<file path="config.mk">
export PLATFORM = sky130hd
export DESIGN_NAME = hazard_ctrl_unit
export DESIGN_NICKNAME = d
export VERILOG_FILES = /design/src/rtl/hazard_ctrl_unit.sv
export SDC_FILE = /design/constraint.sdc
export NUM_CORES = 1
export LEC_CHECK = 0
export CORE_ASPECT_RATIO = 0.75
export CORE_UTILIZATION = 48
export DETAILED_ROUTE_END_ITERATION = 10
export GPL_ROUTABILITY_DRIVEN = 0
export GPL_TIMING_DRIVEN = 1
export PLACE_DENSITY_LB_ADDON = 0.08
export SKIP_CTS_REPAIR_TIMING = 1
export SYNTH_ARGS = -nofsm -noshare
export SYNTH_HDL_FRONTEND = slang
export SYNTH_SLANG_ARGS = --single-unit
export TNS_END_PERCENT = 20
</file>
<file path="constraint.sdc">
create_clock -name clk -period 2.3 [get_ports clk]
set_input_delay 0.23 -clock clk [delete_from_list [all_inputs] [get_ports clk]]
set_output_delay 0.23 -clock clk [all_outputs]
set_load 0.05 [all_outputs]
</file>
<file path="src/rtl/hazard_ctrl_unit.sv">
// Hazard/forwarding controller for the 5-stage RV32 pipeline: EX/MEM destination
// scoreboard, load-use and MDU stalls, and ID-stage operand forwarding selects.

module hazard_src_hit #(
  parameter int REG_AW = 5
) (
  input  logic [REG_AW-1:0] rs,
  input  logic              rs_use,
  input  logic              ex_wr,
  input  logic [REG_AW-1:0] ex_rd,
  input  logic              mem_wr,
  input  logic [REG_AW-1:0] mem_rd,
  output logic              hit_ex,
  output logic              hit_mem
);
  logic live;
  assign live    = rs_use && (rs != '0);
  assign hit_ex  = live && ex_wr && (ex_rd == rs);
  assign hit_mem = live && mem_wr && (mem_rd == rs);
endmodule

module hazard_ctrl_unit #(
  parameter int REG_AW  = 5,
  parameter int MDU_LAT = 4,
  parameter int FWD_EN  = 1
) (
  input  logic              clk,
  input  logic              rst_n,
  input  logic              id_valid,
  input  logic [REG_AW-1:0] id_rs1,
  input  logic [REG_AW-1:0] id_rs2,
  input  logic              id_rs1use,
  input  logic              id_rs2use,
  input  logic [REG_AW-1:0] id_rd,
  input  logic [1:0]        id_optype,
  input  logic              id_mdu,
  input  logic              id_flush,
  output logic              stall,
  output logic              ex_bubble,
  output logic [1:0]        fwd_a,
  output logic [1:0]        fwd_b,
  output logic              mdu_busy
);
  localparam logic [1:0] OP_ALU  = 2'b01;
  localparam logic [1:0] OP_LOAD = 2'b10;
  localparam logic [3:0] MDU_LD  = 4'(MDU_LAT - 1);
  localparam logic       NO_FWD  = (FWD_EN == 0);

  typedef struct packed {
    logic              valid;
    logic [REG_AW-1:0] rd;
    logic [1:0]        optype;
    logic              mdu;
  } sb_t;

  sb_t        ex_q, mem_q, id_ent;
  logic [3:0] cnt_q;
  logic       ex_wr, mem_wr, id_live, raw_stall, any_ex, any_mem;

  logic [1:0][REG_AW-1:0] rs;
  logic [1:0]             rs_use, hit_ex, hit_mem;
  logic [1:0][1:0]        sel;

  assign id_ent   = '{valid: 1'b1, rd: id_rd, optype: id_optype, mdu: id_mdu};
  assign ex_wr    = ex_q.valid  && (ex_q.optype  == OP_ALU || ex_q.optype  == OP_LOAD);
  assign mem_wr   = mem_q.valid && (mem_q.optype == OP_ALU || mem_q.optype == OP_LOAD);
  assign rs       = {id_rs2, id_rs1};
  assign rs_use   = {id_rs2use, id_rs1use};
  assign mdu_busy = (cnt_q != '0);
  assign id_live  = id_valid && !id_flush;

  for (genvar i = 0; i < 2; i++) begin : g_src
    hazard_src_hit #(.REG_AW(REG_AW)) u_hit (
      .rs(rs[i]), .rs_use(rs_use[i]),
      .ex_wr(ex_wr), .ex_rd(ex_q.rd),
      .mem_wr(mem_wr), .mem_rd(mem_q.rd),
      .hit_ex(hit_ex[i]), .hit_mem(hit_mem[i])
    );
  end

  assign any_ex  = |hit_ex;
  assign any_mem = |hit_mem;

  always_comb begin
    raw_stall = (any_ex && ex_q.optype == OP_LOAD) ||
                (any_ex && ex_q.mdu && mdu_busy) ||
                (NO_FWD && (any_ex || any_mem));
    stall     = mdu_busy || (id_live && raw_stall);
    ex_bubble = stall && !mdu_busy;
    for (int i = 0; i < 2; i++) begin
      sel[i] = 2'b00;
      if (!NO_FWD && !stall) begin
        if (hit_ex[i])       sel[i] = 2'b01;
        else if (hit_mem[i]) sel[i] = (mem_q.optype == OP_LOAD) ? 2'b11 : 2'b10;
      end
    end
    fwd_a = sel[0];
    fwd_b = sel[1];
  end

  // While the MDU counts down the op stays in EX and MEM sees bubbles.
  always_ff @(posedge clk or negedge rst_n) begin
    if (!rst_n) begin
      ex_q  <= '0;
      mem_q <= '0;
      cnt_q <= '0;
    end else if (mdu_busy) begin
      mem_q <= '0;
      cnt_q <= cnt_q - 4'd1;
    end else begin
      mem_q <= ex_q;
      if (stall || !id_live) begin
        ex_q <= '0;
      end else begin
        ex_q <= id_ent;
        if (id_mdu) cnt_q <= MDU_LD;
      end
    end
  end
endmodule

</file>
-- Yosys cells after proc, flatten, opt, wreduce, memory -nomap -nowiden
Index checks and enable logic that the tools add are counted.
- register bits after elaboration: 21
- output and inout bits: 7
- bits of input ports: 24
- equality and inequality tests: 9
- reduce and logical (&&, ||, !) cells: 32
- add/subtract/negate cells: 1
- muxes and demuxes: 12
- operators with widths (kind ; number):
    $eq A5 B5 Y1 ; 4
    $logic_and A1 B1 Y1 ; 18
    $mux W9 ; 2
    $mux W2 ; 6
    $mux W4 ; 3
    $reduce_bool A5 Y1 ; 2
    $logic_or A1 B1 Y1 ; 5
    $eq A2 B1 Y1 const B ; 2
    $eq A2 B2 Y1 const B ; 2
    $reduce_bool A4 Y1 ; 1
    $sub A4 B1 Y4 const B ; 1
    $logic_not A1 Y1 ; 3
    $ne A2 B2 Y1 const B ; 1
    $reduce_and A2 Y1 ; 1
    $reduce_bool A2 Y1 ; 1
    $reduce_or A2 Y1 ; 1
    $mux W1 ; 1

-- Longest topological paths before layout
- depth in word-level cells: 14
- mapped depth: 8

-- Cells and area by module
Synthesis repeated with hierarchy kept, for this count alone.
- cells, all modules: 107
- area, all modules: 1169.9 um^2
- modules (own cells, without submodules) (module ; sequential area each (um^2) ; instances ; area an instance (um^2) ; cells an instance):
    hazard_ctrl_unit ; 500.5 ; 1 ; 902.1 ; 71
    hazard_src_hit ; 0.0 ; 2 ; 133.9 ; 18

-- Least setup slack after synthesis
Ideal clock, no wire load.
- kind: reg2out
- start point: register ex_q[1] (netlist name)
- end point: output stall
- slack: -508 ps
- arrival time: 2578 ps
- cell stages (with the launch flop): 7
- buffers on the path: 0
- cell sequence: dfrtp_1 > inv_1 > ha_1 > nand2b_1 > nor4_1 > nor2_1 > o21ai_0
- cells in the longest elaborated chain, start to end: 11
- elaborated cells on any way between the ends: 15
- RTL lines (item ; RTL line ; RTL):
    start, declared ; 56 ; sb_t ex_q, mem_q, id_ent;
    start signal, assigned ; 115 ; ex_q <= id_ent;
    $eq A2 B1 Y1 / $eq A2 B2 Y1 (equally long branches) ; 65, 85 ;
    $logic_or A1 B1 Y1 ; 65 ; assign ex_wr = ex_q.valid && (ex_q.optype == OP_ALU || ex_q.optype == OP_LOAD);
    $logic_and A1 B1 Y1 ; 65 ;
    $logic_and A1 B1 Y1 (2 in series) ; 18 ; assign hit_ex = live && ex_wr && (ex_rd == rs);
    $reduce_or A2 Y1 ; 81 ; assign any_ex = |hit_ex;
    $logic_and A1 B1 Y1 (2 in series) ; 86 ; (any_ex && ex_q.mdu && mdu_busy) ||
    $logic_or A1 B1 Y1 * ; 85 ; raw_stall = (any_ex && ex_q.optype == OP_LOAD) ||
    $logic_and A1 B1 Y1 * ; 88 ; stall = mdu_busy || (id_live && raw_stall);
    $logic_or A1 B1 Y1 * ; 88 ;
    end, declared ; 38 ; output logic stall,
Mark *: on every way between the ends. The rest lies on a longest branch, timed or not.

-- Worst setup path after layout
- start point: register ex_q[6] (netlist name)
- end point: output fwd_b[0]
- cells in the longest elaborated chain, start to end: 9
- elaborated cells on any way between the ends: 13
- RTL lines (item ; RTL line ; RTL):
    $eq A5 B5 Y1 ; 18 ;
    $logic_and A1 B1 Y1 ; 18 ;
    $reduce_or A2 Y1 ; 81 ;
    $logic_and A1 B1 Y1 (2 in series) ; 86 ;
    $logic_or A1 B1 Y1 ; 85 ;
    $logic_and A1 B1 Y1 ; 88 ;
    $logic_or A1 B1 Y1 ; 88 ;
    $mux W2 * ; 92 ; if (!NO_FWD && !stall) begin
    end, declared ; 41 ; output logic [1:0] fwd_b,
Marked as above.

==> results by group <==
Outcome
  • Outcome: finished with violations
  • Failing checks: negative setup slack

Die
  • Die footprint: 0.00275 mm²
  • Row cnt: 15
  • Die Ht: 45.7 µm
  • IO Count: 31
  • DIE WIDTH: 60.2 µm
  • Starting Density: 52.0%
  • Core box area: 0.00235 mm²

Global routing
  • Vias in the first global route: 1068
  • Tot GR Track Use: 24.2%
  • Largest net degree at the start of global routing: 21
  • Initial antenna violation count: 0
  • First-pass GRT wire length: 4770 µm
  • Overflow after GRT: 0

STA
  • Worst-Margin Slew: 0.409 ns
  • Fin Clk Skew: 0.00163 ns
  • Relative slew slack: 72.5%
  • Final setup fails: 6
  • Fin crit share: 107%
  • Min Hold Slack: 0.236 ns
  • Final setup margin: -0.169 ns
  • RSZ-0062 raised after global routing: yes
  • Final Critical Period: 2.47 ns
  • Post-Route Setup TNS: -0.723 ns
  • Final Hold Vio Count: 0
  • Peak Freq: 0.405 GHz
  • Slew Limit Fails: 0

Drt
  • DRC: 0
  • Total number of vias: 1182
  • Avg Vias per Cell: 5.47
  • Drt total wl: 3580 µm
  • Remaining antenna violation count: 0
  • First-pass iteration count of the detailed router: 4
  • Starting DRT DRC Count: 88
  • DR WL/cell: 16.6 µm

Place
  • IO Port Bufs: 30
  • Final HPWL DP: 2400 µm

Clocking
  • Worst-skew pair later-pin latency: 0.31 ns
  • CTS Buf Count: 3
  • Sink Count: 20
  • H-tree depth: 1
  • Reg clk slew, reported paths: 0.12 ns
  • CTS tree: done
  • Root buffer cell: clkbuf_4
  • Clock buffer depth: 2

Logic synthesis
  • Area leader, netlist: dfrtp_1
  • Top post-synthesis cells by area: dfrtp_1, xnor2_1, nand3_1
  • Synth Net Count: 158
  • Asr flop ratio synth: 100%
  • Post-synth EDFFs: 0
  • Prevailing post-synth register cell: dfrtp_1
  • Synth Register Bits: 20
  • Yosys warning total: 0
  • Synth Instances: 131
  • Mean Syn Cell Area: 9.31 µm²
  • Post-synthesis cell area: 0.00122 mm²
  • Top-area cell type share of the netlist area: 41.0%
  • Sequential share of the synthesized area: 41.0%
  • Synth cell types: 33

Finish
  • # nets final: 210
  • Storage element area: 505 µm²
  • Multi-input combinational cell area: 779 µm²
  • Diodes inserted: 0
  • Layout cells sized above 1: 30.8%
  • Most common library cell in the layout ignoring fill and taps: buf_4
  • Commonest non-fill, non-tap cells in the layout: buf_4, clkdlybuf4s50_1, dfrtp_1
  • Final-layout fill cell count: 140
  • Area Growth Syn to Fin: 58.4%

Run
  • Max cap viols: 0

Power and ir drop
  • P_leak: 0.807 nW
  • PwrDens: 846 mW/mm²
  • Max IR drop VDD: 0.711 mV

Worst setup path
  • CP endpoint kind: primary output
  • Critical path data arrival time: 2.24 ns
  • Critical-path maximum fanout: 4
  • CP Launch Type: flop
  • Critical Path RT: 2.07 ns
  • CP Class: flop to primary output

Worst hold path
  • Type of the worst min-delay path: primary input to asynchronous set/reset pin
==> critical path, stage by stage (launching register included) <==
cell and delay, ns:
dfrtp_2 0.48, xnor2_2 0.17, nand4_1 0.19, or4_4 0.63, a21oi_4 0.21, nor3_2 0.09
buf_12 0.15
==> cell usage after synthesis, drive strengths merged (2+ instances only) <==
library cell	count
dfrtp	20
xnor2	16
o21ai	12
nand2	11
nand3	9
and3	7
inv	7
nor3	5
nor4	5
clkbuf	4
nand4	4
or4	4
xor2	4
a21oi	3
ha	3
nor2	3
nand2b	2
o2111a	2
==> worst paths after layout <==
kind / cells after the start / endpoint / startpoint / slack [ns]
max: 6 / fwd_b[0] / ex_q[6] / -0.17
min: 2 / ex_q[1] / rst_n / 0.24
max reg2reg: 6 / ex_q[7] / ex_q[6] / 0.14
min reg2reg: 2 / mem_q[1] / ex_q[1] / 0.55
max in group asynchronous: 2 / ex_q[7] / rst_n / 1.84
min in group clk: 3 / ex_q[2] / id_optype[1] / 0.47
==> sequential cells by signal (all words and copies together) (netlist names) <==
name	count
mem_q	8
ex_q	8
cnt_q	4
==> through the flow <==
step                      util (%)  worst slack (ns)  std cells  area (µm²)  power, W
final                         82.3            -0.169        216        1930   0.00163
after global routing          82.3            -0.226        216        1930   0.00172
after CTS                     77.5            -0.292        214        1820   0.00152
after detailed placement      75.3           -0.0795        210        1770   0.00122
after global placement        75.3           -0.0151        210        1770   0.00119
after floorplan                  -            -0.163        131        1230  0.000957
==> logic make-up after synthesis <==
kind of cell	after synthesis	synth area share (%)
buffers and inverters	12	3.79
adders and majority gates	3	3.08
AOI/OAI and AO/OA	23	13.1
and+or+nand+nor	53	24.6
xor gates and xnor gates	20	14.4
DFF	20	41.0
==> cell type report <==
cell class | instances | share of cell area [%]
clock buffer | 3 | 1.17
multi-input combinational | 99 | 40.3
clock inverter | 1 | 1.55
sequential | 20 | 26.2
timing repair buffer | 52 | 27.2
inverter | 7 | 1.36
tap | 34 | 2.20
==> routing by layer <==
metal	wire length (µm)	global-route usage (%)
met1	1620	32.7
met2	1780	40.2
met3	110	2.27
met4	75	9.77
met5	0	0
==> power breakdown <==
group	internal [W]	total [W]	switching, W
combinational	0.000360	0.000763	0.000403
clock	0.000176	0.000292	0.000115
sequential	0.000458	0.000579	0.000121
total	0.000994	0.00163	0.000640
No activity file was read; power rests on OpenSTA's default activity.
